$ cat src/rtl/uart_ser_pkg.sv
// Shared types and helpers for the UART word serializer.
package uart_ser_pkg;

  typedef enum logic [1:0] {
    IDLE = 2'd0,
    LOAD = 2'd1,
    EMIT = 2'd2,
    WAIT = 2'd3
  } ser_state_t;

  // Width of a byte-count field able to hold 0..nbytes.
  function automatic int ser_len_w(input int nbytes);
    return $clog2(nbytes) + 1;
  endfunction

  // A length of 0, or one larger than the word, means "whole word".
  function automatic int ser_len_norm(input int len, input int nbytes);
    if ((len == 0) || (len > nbytes)) begin
      return nbytes;
    end
    return len;
  endfunction

endpackage

$ cat src/rtl/uart_word_fifo.sv
// Small synchronous FIFO holding {length, word} entries for the serializer.
// full/empty are registered so the top can use them directly as status.
module uart_word_fifo #(
  parameter int WIDTH = 68,
  parameter int DEPTH = 2
) (
  input  logic             clk,
  input  logic             rst,
  input  logic             push_i,
  input  logic             pop_i,
  input  logic [WIDTH-1:0] wr_data_i,
  output logic [WIDTH-1:0] rd_data_o,
  output logic             full_o,
  output logic             empty_o
);

  localparam int PTR_W = $clog2(DEPTH);
  localparam int CNT_W = PTR_W + 1;

  logic [WIDTH-1:0] mem_q [DEPTH];
  logic [PTR_W-1:0] wr_ptr_q;
  logic [PTR_W-1:0] rd_ptr_q;
  logic [CNT_W-1:0] count_q;
  logic [CNT_W-1:0] count_d;
  logic             full_q;
  logic             empty_q;
  logic             do_push;
  logic             do_pop;

  assign do_push   = push_i && !full_q;
  assign do_pop    = pop_i && !empty_q;
  assign rd_data_o = mem_q[rd_ptr_q];
  assign full_o    = full_q;
  assign empty_o   = empty_q;

  // Occupancy after this edge's push/pop.
  always_comb begin
    count_d = count_q;
    if (do_push && !do_pop) begin
      count_d = count_q + CNT_W'(1);
    end else if (!do_push && do_pop) begin
      count_d = count_q - CNT_W'(1);
    end
  end

  // Pointers, count and registered status flags; pointers wrap at the power-of-two depth.
  always_ff @(posedge clk) begin
    if (rst) begin
      wr_ptr_q <= '0;
      rd_ptr_q <= '0;
      count_q  <= '0;
      full_q   <= 1'b0;
      empty_q  <= 1'b1;
    end else begin
      if (do_push) begin
        wr_ptr_q <= wr_ptr_q + PTR_W'(1);
      end
      if (do_pop) begin
        rd_ptr_q <= rd_ptr_q + PTR_W'(1);
      end
      count_q <= count_d;
      full_q  <= (count_d == CNT_W'(DEPTH));
      empty_q <= (count_d == '0);
    end
  end

  // Storage; contents need no reset since the pointers define validity.
  always_ff @(posedge clk) begin
    if (do_push) begin
      mem_q[wr_ptr_q] <= wr_data_i;
    end
  end

endmodule

$ cat src/rtl/uart_word_serializer.sv
// Buffers result words and hands them to the UART one byte at a time,
// pacing each byte on the UART's completion strobe.
//
// state | meaning
// IDLE  | waiting for a buffered word; pops the head word when one is present
// LOAD  | word and length captured in the shift register / rem counter
// EMIT  | registers the next byte onto Output_dato and pulses flat_out
// WAIT  | byte in flight; next_uart either emits the next byte or ends the word
module uart_word_serializer
  import uart_ser_pkg::*;
#(
  parameter  int DATA_W     = 64,
  parameter  int BYTE_W     = 8,
  parameter  int MSB_FIRST  = 0,
  parameter  int FIFO_DEPTH = 2,
  localparam int NBYTES     = DATA_W / BYTE_W,
  localparam int LEN_W      = ser_len_w(NBYTES)
) (
  input  logic              clk,
  input  logic              rst,
  input  logic              start,
  input  logic [DATA_W-1:0] input_dato,
  input  logic [LEN_W-1:0]  in_len,
  output logic              ready,
  input  logic              next_uart,
  output logic [BYTE_W-1:0] Output_dato,
  output logic              flat_out,
  output logic              busy,
  output logic              done,
  output logic              overflow
);

  localparam int FIFO_W = DATA_W + LEN_W;

  ser_state_t        state_q, state_d;
  logic [DATA_W-1:0] sr_q, sr_d;
  logic [LEN_W-1:0]  rem_q, rem_d;
  logic [BYTE_W-1:0] out_q, out_d;
  logic              flat_q, flat_d;
  logic              done_q, done_d;
  logic              ovf_q, ovf_d;
  logic              busy_q, busy_d;

  logic              fifo_full;
  logic              fifo_empty;
  logic              fifo_push;
  logic              fifo_pop;
  logic [FIFO_W-1:0] fifo_rdata;
  logic [LEN_W-1:0]  head_len;
  logic [BYTE_W-1:0] sel_byte;
  logic [DATA_W-1:0] sr_shifted;

  // ready reflects the fullness before any same-edge pop, so a full FIFO refuses the push.
  assign fifo_push = start && !fifo_full;
  assign head_len  = fifo_rdata[DATA_W +: LEN_W];

  uart_word_fifo #(
    .WIDTH (FIFO_W),
    .DEPTH (FIFO_DEPTH)
  ) u_fifo (
    .clk       (clk),
    .rst       (rst),
    .push_i    (fifo_push),
    .pop_i     (fifo_pop),
    .wr_data_i ({in_len, input_dato}),
    .rd_data_o (fifo_rdata),
    .full_o    (fifo_full),
    .empty_o   (fifo_empty)
  );

  // Byte picked from the shift register and the register after removing it.
  always_comb begin
    if (MSB_FIRST != 0) begin
      sel_byte   = sr_q[DATA_W-1 -: BYTE_W];
      sr_shifted = sr_q << BYTE_W;
    end else begin
      sel_byte   = sr_q[BYTE_W-1:0];
      sr_shifted = sr_q >> BYTE_W;
    end
  end

  // Next-state and output logic for the byte sequencer.
  always_comb begin
    state_d  = state_q;
    sr_d     = sr_q;
    rem_d    = rem_q;
    out_d    = out_q;
    flat_d   = 1'b0;
    done_d   = 1'b0;
    fifo_pop = 1'b0;
    unique case (state_q)
      IDLE: begin
        if (!fifo_empty) begin
          fifo_pop = 1'b1;
          sr_d     = fifo_rdata[DATA_W-1:0];
          rem_d    = LEN_W'(ser_len_norm(int'(head_len), NBYTES));
          state_d  = LOAD;
        end
      end
      LOAD: begin
        state_d = EMIT;
      end
      EMIT: begin
        out_d   = sel_byte;
        flat_d  = 1'b1;
        sr_d    = sr_shifted;
        rem_d   = rem_q - LEN_W'(1);
        state_d = WAIT;
      end
      WAIT: begin
        // A strobe coinciding with flat_out belongs to the previous byte and is ignored.
        if (next_uart && !flat_q) begin
          if (rem_q != '0) begin
            state_d = EMIT;
          end else begin
            done_d  = 1'b1;
            state_d = IDLE;
          end
        end
      end
      default: begin
        state_d = IDLE;
      end
    endcase
    ovf_d  = start && fifo_full;
    // When a pop happens the FSM leaves IDLE, so !fifo_empty covers the remaining case.
    busy_d = (state_d != IDLE) || fifo_push || !fifo_empty;
  end

  // State, datapath and output registers.
  always_ff @(posedge clk) begin
    if (rst) begin
      state_q <= IDLE;
      sr_q    <= '0;
      rem_q   <= '0;
      out_q   <= '0;
      flat_q  <= 1'b0;
      done_q  <= 1'b0;
      ovf_q   <= 1'b0;
      busy_q  <= 1'b0;
    end else begin
      state_q <= state_d;
      sr_q    <= sr_d;
      rem_q   <= rem_d;
      out_q   <= out_d;
      flat_q  <= flat_d;
      done_q  <= done_d;
      ovf_q   <= ovf_d;
      busy_q  <= busy_d;
    end
  end

  assign ready       = !fifo_full;
  assign Output_dato = out_q;
  assign flat_out    = flat_q;
  assign done        = done_q;
  assign overflow    = ovf_q;
  assign busy        = busy_q;

endmodule

$ cat config.mk
export PLATFORM = sky130hd
export DESIGN_NAME = uart_word_serializer
export DESIGN_NICKNAME = d
export VERILOG_FILES = /design/src/rtl/uart_ser_pkg.sv /design/src/rtl/uart_word_fifo.sv /design/src/rtl/uart_word_serializer.sv
export SDC_FILE = /design/constraint.sdc
export NUM_CORES = 1
export LEC_CHECK = 0
export BUFFER_PORTS_ARGS = -buffer_cell sky130_fd_sc_hd__buf_2
export CORE_MARGIN = 2
export CORE_UTILIZATION = 52
export CTS_CLUSTER_DIAMETER = 60
export DETAILED_ROUTE_END_ITERATION = 12
export GPL_TIMING_DRIVEN = 0
export PLACE_DENSITY = 0.78
export REMOVE_ABC_BUFFERS = 1
export SLEW_MARGIN = 40
export SYNTH_ARGS = -nofsm -noshare
export SYNTH_HDL_FRONTEND = slang
export SYNTH_SLANG_ARGS = --single-unit
$ cat constraint.sdc
create_clock -name clk -period 3.75 [get_ports clk]
set_clock_uncertainty 0.15 [all_clocks]
set_input_delay 0.375 -clock clk [delete_from_list [all_inputs] [get_ports clk]]
set_output_delay 0.375 -clock clk [all_outputs]
set_load 0.01 [all_outputs]
; Word level (Yosys, flattened, before mapping)
; Memories as Yosys holds them, arrays and structs flattened. A register that Yosys moved wholly into a read port is not among the register bits.
; Cells that the tools add are included.
[word_totals]
reg_bits = 88
latchBits = 0
ram_bits = 136
romBits = 0
in_bits = 72
out_inout_bits = 13
word_cells = 73
n_memories = 1
[memory_table]
columns = name, depth, width, rd, rd_clocked_by_memory_dff, wr, line_no
row1 = u_fifo.mem_q, 2, 68, 1, 1, 1, uart_word_fifo.sv:20  ; logic [WIDTH-1:0] mem_q [DEPTH];
[classes]
add_sub_neg = 5
mul = 0
div = 0
order_cmp = 1
n_eq_ne = 5
shift = 0
mux = 23
bitwise = 2
n_reduce_logical = 23
[ops]
columns = operator, count
row1 = case mux 64 bit (2 select lines), 1
row2 = two-way mux 64 bit, 1
row3 = two-way mux 4 bit, 3
row4 = two-way mux 1 bit, 11
row5 = two-way mux 2 bit, 5
row6 = case mux 2 bit (4 select lines), 1
row7 = case mux 4 bit (2 select lines), 1
row8 = logical AND 1 bit, 7
row9 = == test 2 bit (second input constant), 3
row10 = logical NOT 1 bit, 5
row11 = > comparator 4 bit (second input constant), 1
row12 = logical NOT 2 bit, 2
row13 = logical NOT 4 bit, 1
row14 = nonzero test 2 bit, 2
row15 = nonzero test 4 bit, 1
row16 = subtractor 4 x 1 -> 4 bit (second input constant), 1
row17 = logical OR 1 bit, 3
row18 = OR reduction 3 bit, 1
row19 = adder 1 bit (second input constant), 2
row20 = adder 2 x 1 -> 2 bit (second input constant), 1
row21 = == test 2 x 1 -> 1 bit (second input constant), 1
row22 = != test 2 bit (second input constant), 1
row23 = NOT 1 bit, 2
row24 = AND reduction 2 bit, 1
row25 = subtractor 2 x 1 -> 2 bit (second input constant), 1

; Depth between registers and ports, before layout
; Gate-level depths: netlist of the first run.
[depth]
word_depth = 8
depth_mapped = 7
mapped_depth_nobuf = 5

; Cells and area by module
; Synthesis of the first run repeated with hierarchy kept, for this count alone.
[hier_totals]
cells_unflattened = 695
area_unflattened_um2 = 8979.9
[by_module_without_submodules]
columns = module, n_inst, cells_per_inst, area_each_um2, seq_area_each_um2
row1 = uart_word_fifo, 1, 248, 5217.5, 4224.1
row2 = uart_word_serializer, 1, 447, 3762.4, 1641.6

; Worst setup path before layout of the first run
; No wires, ideal clock.
[synth_path]
path_kind = register to register
start = register u_fifo.full_q (netlist: u_fifo.full_o)
end = memory u_fifo.mem_q[0][0], enable pin
setup_ns = 0.495
arrival_time_ns = 3.378
t_required_ns = 3.105
path_slack_ns = -0.272
path_stages_with_launch = 3
n_path_buf = 0
period_less_slack_ns = 4.022
path_cell_list = dfxtp_1 nand2b_1 nor2_1
[synth_between]
elab_chain_cells = 5
[synth_rtl]
columns = item, line_no
row1 = start: declaration, uart_word_fifo.sv:25  ; logic full_q;
row2 = start signal: assignment, uart_word_fifo.sv:62  ; full_q <= (count_d == CNT_W'(DEPTH));
row3 = logical NOT 1 bit (*), "uart_word_fifo.sv:30, uart_word_serializer.sv:54"
row4 = logical AND 1 bit, uart_word_serializer.sv:54  ; assign fifo_push = start && !fifo_full;
row5 = logical AND 1 bit (*), uart_word_fifo.sv:30  ; assign do_push = push_i && !full_q;
row6 = two-way mux 1 bit (*), uart_word_fifo.sv:69  ; if (do_push) begin
row7 = two-way mux 1 bit (not written as such) (*), uart_word_fifo.sv:70  ; mem_q[wr_ptr_q] <= wr_data_i;
row8 = end: declaration, uart_word_fifo.sv:20
; Mark *: on every way between the ends. The rest lies on a longest branch, timed or not.

; Final worst setup path of the first run
[layout_path]
start = input start
end = memory u_fifo.mem_q[1][11], enable pin
[layout_between]
elab_chain_cells = 4
[layout_rtl]
columns = item, line_no
row1 = start: declaration, uart_word_serializer.sv:21  ; input logic start,
row2 = logical AND 1 bit, uart_word_serializer.sv:54
row3 = logical AND 1 bit, uart_word_fifo.sv:30
row4 = two-way mux 1 bit, uart_word_fifo.sv:69
row5 = two-way mux 1 bit (not written as such), uart_word_fifo.sv:70
; Every way passes these cells.

==> flow_metrics.py, run 1 <==
metrics = {
    "route": {
        "drtIter0Drc": 638,
        "firstDrtPassIters": 7,
        "ant_nets": 0,
        "via_per_inst": 5.61,
        "totalWireLength_mm": 16.7,
        "num_vias": 5289,
        "wl_per_cell_um": 17.7,
        "drc_errors": 0,
    },
    "synthesis": {
        "syn_area_um2": 8220,
        "synth-edff-count": 136,
        "async_flop_share_pct": 0,
        "avgSynthCellArea_um2": 14.5,
        "yosys_register_bits": 225,
        "yosysUniqueCellTypes": 37,
        "ys_seq_area_share_pct": 71.4,
        "ys.flop_type": "edfxtp_1",
        "yosys.area.top_type": "edfxtp_1",
        "yosysWarnings": 0,
        "netlist_top_cells_area": "edfxtp_1 50%, dfxtp_1 22%, mux2_2 7.7%",
        "yosys.area.top_type_share_pct": 49.7,
        "synth_cells": 567,
    },
    "final_layout": {
        "fillers": 1070,
        "num_antenna_cells": 0,
        "area_delta_synth_final_pct": 26.6,
        "seq_area_um2": 5870,
        "layout_common_cells": "136 x edfxtp_1, 88 x dfxtp_1, 83 x nor2_1, 83 x buf_2, 69 x dlygate4sd3_1",
        "fin_area_um2": 10400,
        "final_common_cell": "edfxtp_1",
        "nets": 789,
        "multi_input_area_um2": 2180,
        "final_cells": 943,
        "utilization_pct": 67.9,
        "drive_gt1_share_pct": 26.8,
    },
    "die": {
        "dieArea_um2": 16800,
        "start_util_pct": 53.7,
        "die_h_um": 130,
        "die_x_um": 130,
        "ioPinCount": 85,
        "rows": 45,
        "core_area_um2": 15300,
    },
    "sta": {
        "fin_crit_ps": 2360,
        "finalSetupViolations": 0,
        "maxSlewHeadroom_pct": 48.9,
        "period_share_pct": 63.0,
        "setup_tns_ps": 0,
        "rsz0062_at_grt": "false",
        "tightest_slew_ps": 766,
        "final_hold_viol_count": 0,
        "drv_slew": 0,
        "timing.fmax_mhz": 423,
    },
    "critical_path": {
        "endpoint_kind": "flop",
        "critical_path_class": "primary input to flop",
        "arrival_ps": 2400,
        "critPathLaunchType": "primary input",
        "required_ps": 3790,
        "cp_max_fo": 38,
    },
    "global_route": {
        "groute.usage.overall_pct": 20.0,
        "grt_pass1_wl_mm": 26.6,
        "antenna_found_initial": 0,
        "grt_max_degree": 53,
        "grt_pass1_vias": 5404,
        "grt_use_met1_pct": 25.4,
        "met3_usage_pct": 3.20,
        "globalRouteOverflowTotal": 0,
        "top_usage_layer": "met2",
        "met2_usage_pct": 35.3,
    },
    "placement": {
        "hpwl_mm": 9.77,
        "dpl.cell_count": 834,
        "port_buffers": 84,
        "gp_congestion": 0.767,
        "placed_area_um2": 9040,
    },
    "flow_run": {
        "cap_violations": 0,
    },
    "clock_tree": {
        "clock_path_buffers": 3,
        "root_buffer": "clkbuf_16",
        "cts_tree": "yes",
        "htreeDepth": 1,
        "clk_transition_reported_paths_ps": 60,
        "cts_buffers": 22,
        "post_cts_resized": 0,
        "clk_latency_ps": 500,
        "cts_hold_buf": 69,
        "post_cts_buffers": 0,
        "cts.sinks": 225,
    },
    "run_status": {
        "run_status": "finished, final reports clean",
    },
    "power": {
        "ir_worst_vdd_mv": 0.569,
        "total_power_mw": 7.30,
        "power.leakage_nw": 3.75,
        "powerDensity_nw_per_um2": 702,
    },
    "hold_path": {
        "worstHoldPathType": "primary input to flop",
    },
}
synth_stat cells (2+ instances only):
cell type / instances
buf_4: 2
a31oi_1: 8
or3_1: 5
a21oi_1: 11
nor3_1: 5
buf_1: 3
xnor2_1: 5
edfxtp_1: 136
a2111oi_0: 2
inv_1: 6
nand2_1: 19
mux2i_1: 14
nand2b_1: 3
o32ai_1: 3
mux2_2: 56
clkbuf_1: 32
nor2_1: 84
a222oi_1: 56
nor2b_1: 2
buf_2: 8
nor4_1: 3
dfxtp_1: 89
sequential cells by signal (all words and copies together), names as in the netlist, named ones only:
| register | count |
|---|---|
| Output_dato | 8 |
| busy | 1 |
| done | 1 |
| flat_out | 1 |
| overflow | 1 |
| rem_q | 4 |
| sr_q | 64 |
| state_q | 2 |
| u_fifo.count_q | 2 |
| u_fifo.empty_o | 1 |
| u_fifo.full_o | 1 |
| u_fifo.mem_q | 136 |
| u_fifo.rd_ptr_q | 1 |
| u_fifo.wr_ptr_q | 1 |
cell type report:
type                       count  share of cell area, %
sequential                   225                   56.4
multi-input combinational    291                   20.9
timing repair buffer         170                   13.4
clock buffer                  37                   6.22
tap                          211                   2.54
clock inverter                 3                  0.253
inverter                       6                  0.216
final timing paths:
kind / startpoint / to / slack, ps / cells after the start
max reg2reg: flop / rem_q[0] / 1440 / 6
max: start / u_fifo.mem_q[1][11] / 1390 / 5
min: rst / sr_q[33] / 70 / 2
min reg2reg: Output_dato[4] / Output_dato[4] / 310 / 2
per-layer routing:
metal / routed length, um / vias up
met2: 8470 / 178
met5: 0 / -
met3: 883 / 38
met1: 6940 / 2578
met4: 421 / 0
li1: - / 2495
worst max-delay path, cell delays in order:
cell,delay (ps)
dlygate4sd3_1,520
buf_2,130
nor2b_1,460
and2_4,580
buf_12,310
cells by family (layout without fill, tap and decap cells):
logic type               Yosys count  in the layout  share of synthesized area [%]
flip-flops                       225            225                           71.4
AND/OR/NAND/NOR                  129            129                           6.77
AO/OA/AOI/OAI                     85             85                           9.16
multiplexers                      70             70                           9.38
buffers and inverters             51            216                           2.54
XOR/XNOR                           6              6                          0.639
adder cells (fa/ha/maj)            1              1                          0.152
through the flow:
step                      hold slack (ps)  setup slack [ps]
after floorplan                       275              -272
after global placement                290             -2260
after detailed placement              305              1410
after CTS                            61.6              1390
after global routing                 80.8              1290
final                                67.0              1390
report_power, final:
part,switching (mW),total (mW),internal (mW)
combinational,0.976,1.88,0.906
clock,0.857,2.03,1.17
sequential,0.265,3.39,3.12
Power figures use the tool's default switching activity.
==> inputs of run 2 (changes only) <==
--- a/config.mk
+++ b/config.mk
@@ -7,11 +7,11 @@
 export LEC_CHECK = 0
 export BUFFER_PORTS_ARGS = -buffer_cell sky130_fd_sc_hd__buf_2
 export CORE_MARGIN = 2
-export CORE_UTILIZATION = 52
+export CORE_UTILIZATION = 58
 export CTS_CLUSTER_DIAMETER = 60
 export DETAILED_ROUTE_END_ITERATION = 12
 export GPL_TIMING_DRIVEN = 0
-export PLACE_DENSITY = 0.78
+export PLACE_DENSITY = 0.82
 export REMOVE_ABC_BUFFERS = 1
 export SLEW_MARGIN = 40
 export SYNTH_ARGS = -nofsm -noshare
==> constraint.sdc (replaced) <==
create_clock -name clk -period 2.2 [get_ports clk]
set_clock_uncertainty 0.15 [all_clocks]
set_input_delay 0.22 -clock clk [delete_from_list [all_inputs] [get_ports clk]]
set_output_delay 0.22 -clock clk [all_outputs]
set_load 0.01 [all_outputs]
==> flow_metrics.py, run 2 (synthesis gave the netlist of run 1 again) <==
metrics = {
    "die": {
        "ioPinCount": 85,
        "start_util_pct": 59.2,
        "die_x_um": 123,
        "core_area_um2": 13900,
        "rows": 43,
        "dieArea_um2": 15100,
        "die_h_um": 123,
    },
    "clock_tree": {
        "htreeDepth": 1,
        "cts_buffers": 22,
        "root_buffer": "clkbuf_16",
        "cts.sinks": 225,
        "clock_path_buffers": 3,
        "clk_transition_reported_paths_ps": 60,
        "clk_latency_ps": 500,
        "cts_tree": "yes",
    },
    "final_layout": {
        "layout_common_cells": "136 x edfxtp_1, 88 x dfxtp_1, 83 x nor2_1, 83 x buf_2, 71 x dlygate4sd3_1",
        "nets": 792,
        "multi_input_area_um2": 2190,
        "largest_register_ffs": 136,
        "max_flop_register": "u_fifo.mem_q",
        "seq_area_um2": 5870,
        "drive_gt1_share_pct": 27.3,
        "num_antenna_cells": 0,
        "area_delta_synth_final_pct": 26.7,
        "final_common_cell": "edfxtp_1",
        "fillers": 868,
    },
    "power": {
        "powerDensity_nw_per_um2": 1220,
        "ir_worst_vdd_mv": 0.783,
        "power.leakage_nw": 3.78,
    },
    "global_route": {
        "grt_pass1_vias": 5514,
        "antenna_found_initial": 0,
        "grt_max_degree": 58,
        "grt_pass1_wl_mm": 27.5,
        "groute.usage.overall_pct": 23.2,
        "globalRouteOverflowTotal": 0,
    },
    "sta": {
        "period_share_pct": 94.2,
        "tightest_slew_ps": 654,
        "drv_slew": 0,
        "rsz0062_at_grt": "false",
        "maxSlewHeadroom_pct": 56.4,
        "final_hold_viol_count": 0,
        "setup_tns_ps": 0,
        "timing.fmax_mhz": 483,
        "finalSetupViolations": 0,
        "worst_slack_ps": 129,
        "fin_crit_ps": 2070,
    },
    "critical_path": {
        "arrival_ps": 2280,
        "endpoint_kind": "flop",
        "required_ps": 2410,
        "cp_max_fo": 10,
        "critPathLaunchType": "flop",
        "critical_path_class": "flop to flop",
    },
    "run_status": {
        "run_status": "finished, final reports clean",
    },
    "placement": {
        "post-place-ws_ps": 63.9,
        "gp_congestion": 0.757,
        "hpwl_mm": 9.57,
        "port_buffers": 84,
    },
    "hold_path": {
        "worstHoldPathType": "primary input to flop",
    },
    "route": {
        "wl_per_cell_um": 19.1,
        "num_vias": 5416,
        "drc_errors": 0,
        "firstDrtPassIters": 9,
        "totalWireLength_mm": 17.5,
        "drtIter0Drc": 754,
        "ant_nets": 0,
        "via_per_inst": 5.92,
    },
    "flow_run": {
        "cap_violations": 0,
    },
}
## run 2: per-layer routing
layer	global-route usage [%]	vias to the layer above	routed length (um)
li1	-	2502	-
met5	0	-	0
met1	30.1	2667	7050
met2	40.7	226	8960
met3	3.97	21	1260
met4	5.89	0	217
## run 2: critical path, cell delays in order (launching register included)
cell and delay (ps):
dfxtp_1 630, nand3b_1 150, or4b_2 680, mux2i_1 210, a31oi_1 110
## run 2: worst paths after layout
path,end,startpoint,depth (start not counted),slack [ps]
hold / removal,u_fifo.mem_q[1][11],input_dato[11],2,290
setup / recovery,busy,state_q[0],4,130
setup reg to reg,busy,state_q[0],4,130
hold reg to reg,Output_dato[2],sr_q[2],2,300
## run 2: timing repair
action | CTS | global route
hold buffers | 71 | 0
setup endpoints to repair | 0 | 34
setup buffers | 0 | 3
hold endpoints to repair | 161 | 0
resized for setup | 0 | 1
## run 2: report_power, final
part / total, mW / internal [mW] / switching (mW)
clock: 3.71 / 2.21 / 1.50
sequential: 5.84 / 5.32 / 0.522
combinational: 3.17 / 1.52 / 1.64
## run 2: layout make-up
type                    count  area share [%]
repair buffers            172            13.4
inverters                   6           0.216
well taps                 180            2.16
multi-input cells         292            21.0
flip-flops and latches    225            56.3
clock buffers              29            5.93
clock inverters            11           0.985
## run 2: metrics by stage
| step | power (mW) | util (%) | std cells | area, um^2 | hold WS [ps] |
|---|---|---|---|---|---|
| after global routing | 13.3 | 75.1 | 915 | 10400 | 292 |
| final | 12.7 | 75.1 | 915 | 10400 | 294 |
| after CTS | 12.7 | 74.8 | 911 | 10400 | 285 |
| after floorplan | 7.83 | - | 522 | 8030 | 139 |
| after detailed placement | 8.84 | 64.5 | 800 | 8960 | 261 |
| after global placement | 8.47 | 62.5 | 786 | 8680 | 257 |
==> inputs of run 3 (changes only) <==
--- a/config.mk
+++ b/config.mk
@@ -8,6 +8,7 @@
 export BUFFER_PORTS_ARGS = -buffer_cell sky130_fd_sc_hd__buf_2
 export CORE_MARGIN = 2
 export CORE_UTILIZATION = 58
+export CTS_BUF_LIST = sky130_fd_sc_hd__clkbuf_4 sky130_fd_sc_hd__clkbuf_8 sky130_fd_sc_hd__clkbuf_16
 export CTS_CLUSTER_DIAMETER = 60
 export DETAILED_ROUTE_END_ITERATION = 12
 export GPL_TIMING_DRIVEN = 0
==> flow_metrics.py, run 3 (synthesis gave the netlist of run 1 again) <==
metrics = {
    "run_status": {
        "run_status": "finished, final reports clean",
    },
    "placement": {
        "port_buffers": 84,
        "dpl.cell_count": 800,
        "hpwl_mm": 9.57,
        "gp_congestion": 0.757,
    },
    "clock_tree": {
        "cts_buffers": 22,
        "htreeDepth": 1,
        "clk_transition_reported_paths_ps": 60,
        "cts.sinks": 225,
        "cts_tree": "yes",
        "root_buffer": "clkbuf_16",
        "clock_path_buffers": 3,
        "clk_latency_ps": 490,
    },
    "global_route": {
        "grt_pass1_wl_mm": 27.7,
        "grt_pass1_vias": 5544,
        "groute.usage.overall_pct": 23.4,
        "antenna_found_initial": 0,
        "grt_max_degree": 58,
        "globalRouteOverflowTotal": 0,
    },
    "critical_path": {
        "arrival_ps": 2280,
        "rr_worst_depth": 4,
        "critical_path_class": "flop to flop",
        "crit_end": "u_fifo.empty_o",
        "reg2reg_slack_ps": 140,
        "startpoint": "state_q[1]",
        "required_ps": 2420,
        "cp_max_fo": 19,
        "endpoint_kind": "flop",
        "r2r-end": "u_fifo.empty_o",
        "timing.rr.start": "state_q[1]",
        "critPathLaunchType": "flop",
    },
    "flow_run": {
        "cap_violations": 0,
    },
    "sta": {
        "final_hold_viol_count": 0,
        "finalSetupViolations": 0,
        "fin_crit_ps": 2060,
        "setup_tns_ps": 0,
        "holdWs_ps": 87.2,
        "period_share_pct": 93.6,
        "rsz0062_at_grt": "false",
        "tightest_slew_ps": 649,
        "drv_slew": 0,
        "timing.fmax_mhz": 485,
        "maxSlewHeadroom_pct": 56.7,
    },
    "die": {
        "dieArea_um2": 15100,
        "rows": 43,
        "die_h_um": 123,
        "ioPinCount": 85,
        "start_util_pct": 59.2,
        "core_area_um2": 13900,
        "die_x_um": 123,
    },
    "route": {
        "totalWireLength_mm": 17.6,
        "wl_per_cell_um": 19.2,
        "firstDrtPassIters": 6,
        "via_per_inst": 5.92,
        "drtIter0Drc": 761,
        "drc_errors": 0,
        "num_vias": 5415,
        "ant_nets": 0,
    },
    "final_layout": {
        "max_flop_register": "u_fifo.mem_q",
        "drive_gt1_share_pct": 27.9,
        "final_cells": 915,
        "layout_common_cells": "136 x edfxtp_1, 88 x dfxtp_1, 83 x nor2_1, 83 x buf_2, 71 x dlygate4sd3_1",
        "num_antenna_cells": 0,
        "final_common_cell": "edfxtp_1",
        "fillers": 861,
        "utilization_pct": 75.2,
        "largest_register_ffs": 136,
        "nets": 792,
        "area_delta_synth_final_pct": 26.9,
    },
    "power": {
        "switching_power_mw": 3.67,
        "power.leakage_nw": 3.80,
        "comb_power_share_pct": 24.8,
        "ir_worst_vdd_mv": 0.784,
        "seqPwrFrac_pct": 45.7,
        "internal_power_mw": 9.10,
        "powerDensity_nw_per_um2": 1220,
        "swShare_pct": 28.7,
        "clkPwrFrac_pct": 29.4,
    },
    "hold_path": {
        "worstHoldPathType": "primary input to flop",
    },
}
run 3: cell type report:
cell class | count | area [um^2] | share of cell area, %
inverter | 6 | 22.5 | 0.216
sequential | 225 | 5870 | 56.3
timing repair buffer | 172 | 1390 | 13.3
multi-input combinational | 292 | 2190 | 21.0
clock buffer | 29 | 633 | 6.07
tap | 180 | 225 | 2.16
clock inverter | 11 | 103 | 0.983
run 3: how the worst min path moves through the flow:
stage / from / endpoint / slack (ps) / depth (start not counted)
2_1_floorplan: rst / Output_dato[0] / 140 / 1
3_3_place_gp: input_dato[23] / u_fifo.mem_q[0][23] / 260 / 1
3_5_place_dp: input_dato[44] / u_fifo.mem_q[0][44] / 260 / 1
4_1_cts: start / busy / 70 / 3
5_1_grt: start / busy / 110 / 3
6_report: start / busy / 90 / 3
run 3: critical path, stage by stage (launching register included):
cell,delay [ps]
dfxtp_1,440
or3_2,730
nand3_1,170
a21oi_1,80
or3_1,370
run 3: timing repair:
| item | 4_1_cts | 5_1_grt |
|---|---|---|
| buffers inserted | 0 | 3 |
| endpoints found under the hold margin | 161 | 0 |
| hold buffers | 71 | 0 |
| gates resized for setup | 0 | 1 |
| endpoints found under the setup margin | 0 | 34 |
run 3: per-layer routing:
metal | track usage, % | vias to the layer above | wire length, um
met4 | 6.18 | 0 | 211
met3 | 3.78 | 20 | 1330
li1 | - | 2502 | -
met2 | 40.6 | 226 | 9090
met5 | 0 | - | 0
met1 | 30.7 | 2667 | 6970
run 3: power by group through the flow:
stage | clock network [mW] | registers (mW) | logic [mW]
global route | 3.97 | 5.92 | 3.45
CTS | 3.80 | 5.82 | 3.09
floorplan | 0 | 5.85 | 1.97
detailed placement | 0 | 5.89 | 2.95
global placement | 0 | 5.99 | 2.47
finish | 3.76 | 5.84 | 3.17
run 3: per-stage QoR:
stage	total power, mW	worst slack, ps	instance area (um^2)
after global placement	8.47	-3490	8680
after global routing	13.3	44.3	10400
after CTS	12.7	20.1	10400
after floorplan	7.83	-1820	8030
final	12.8	140	10400
after detailed placement	8.84	63.9	8960
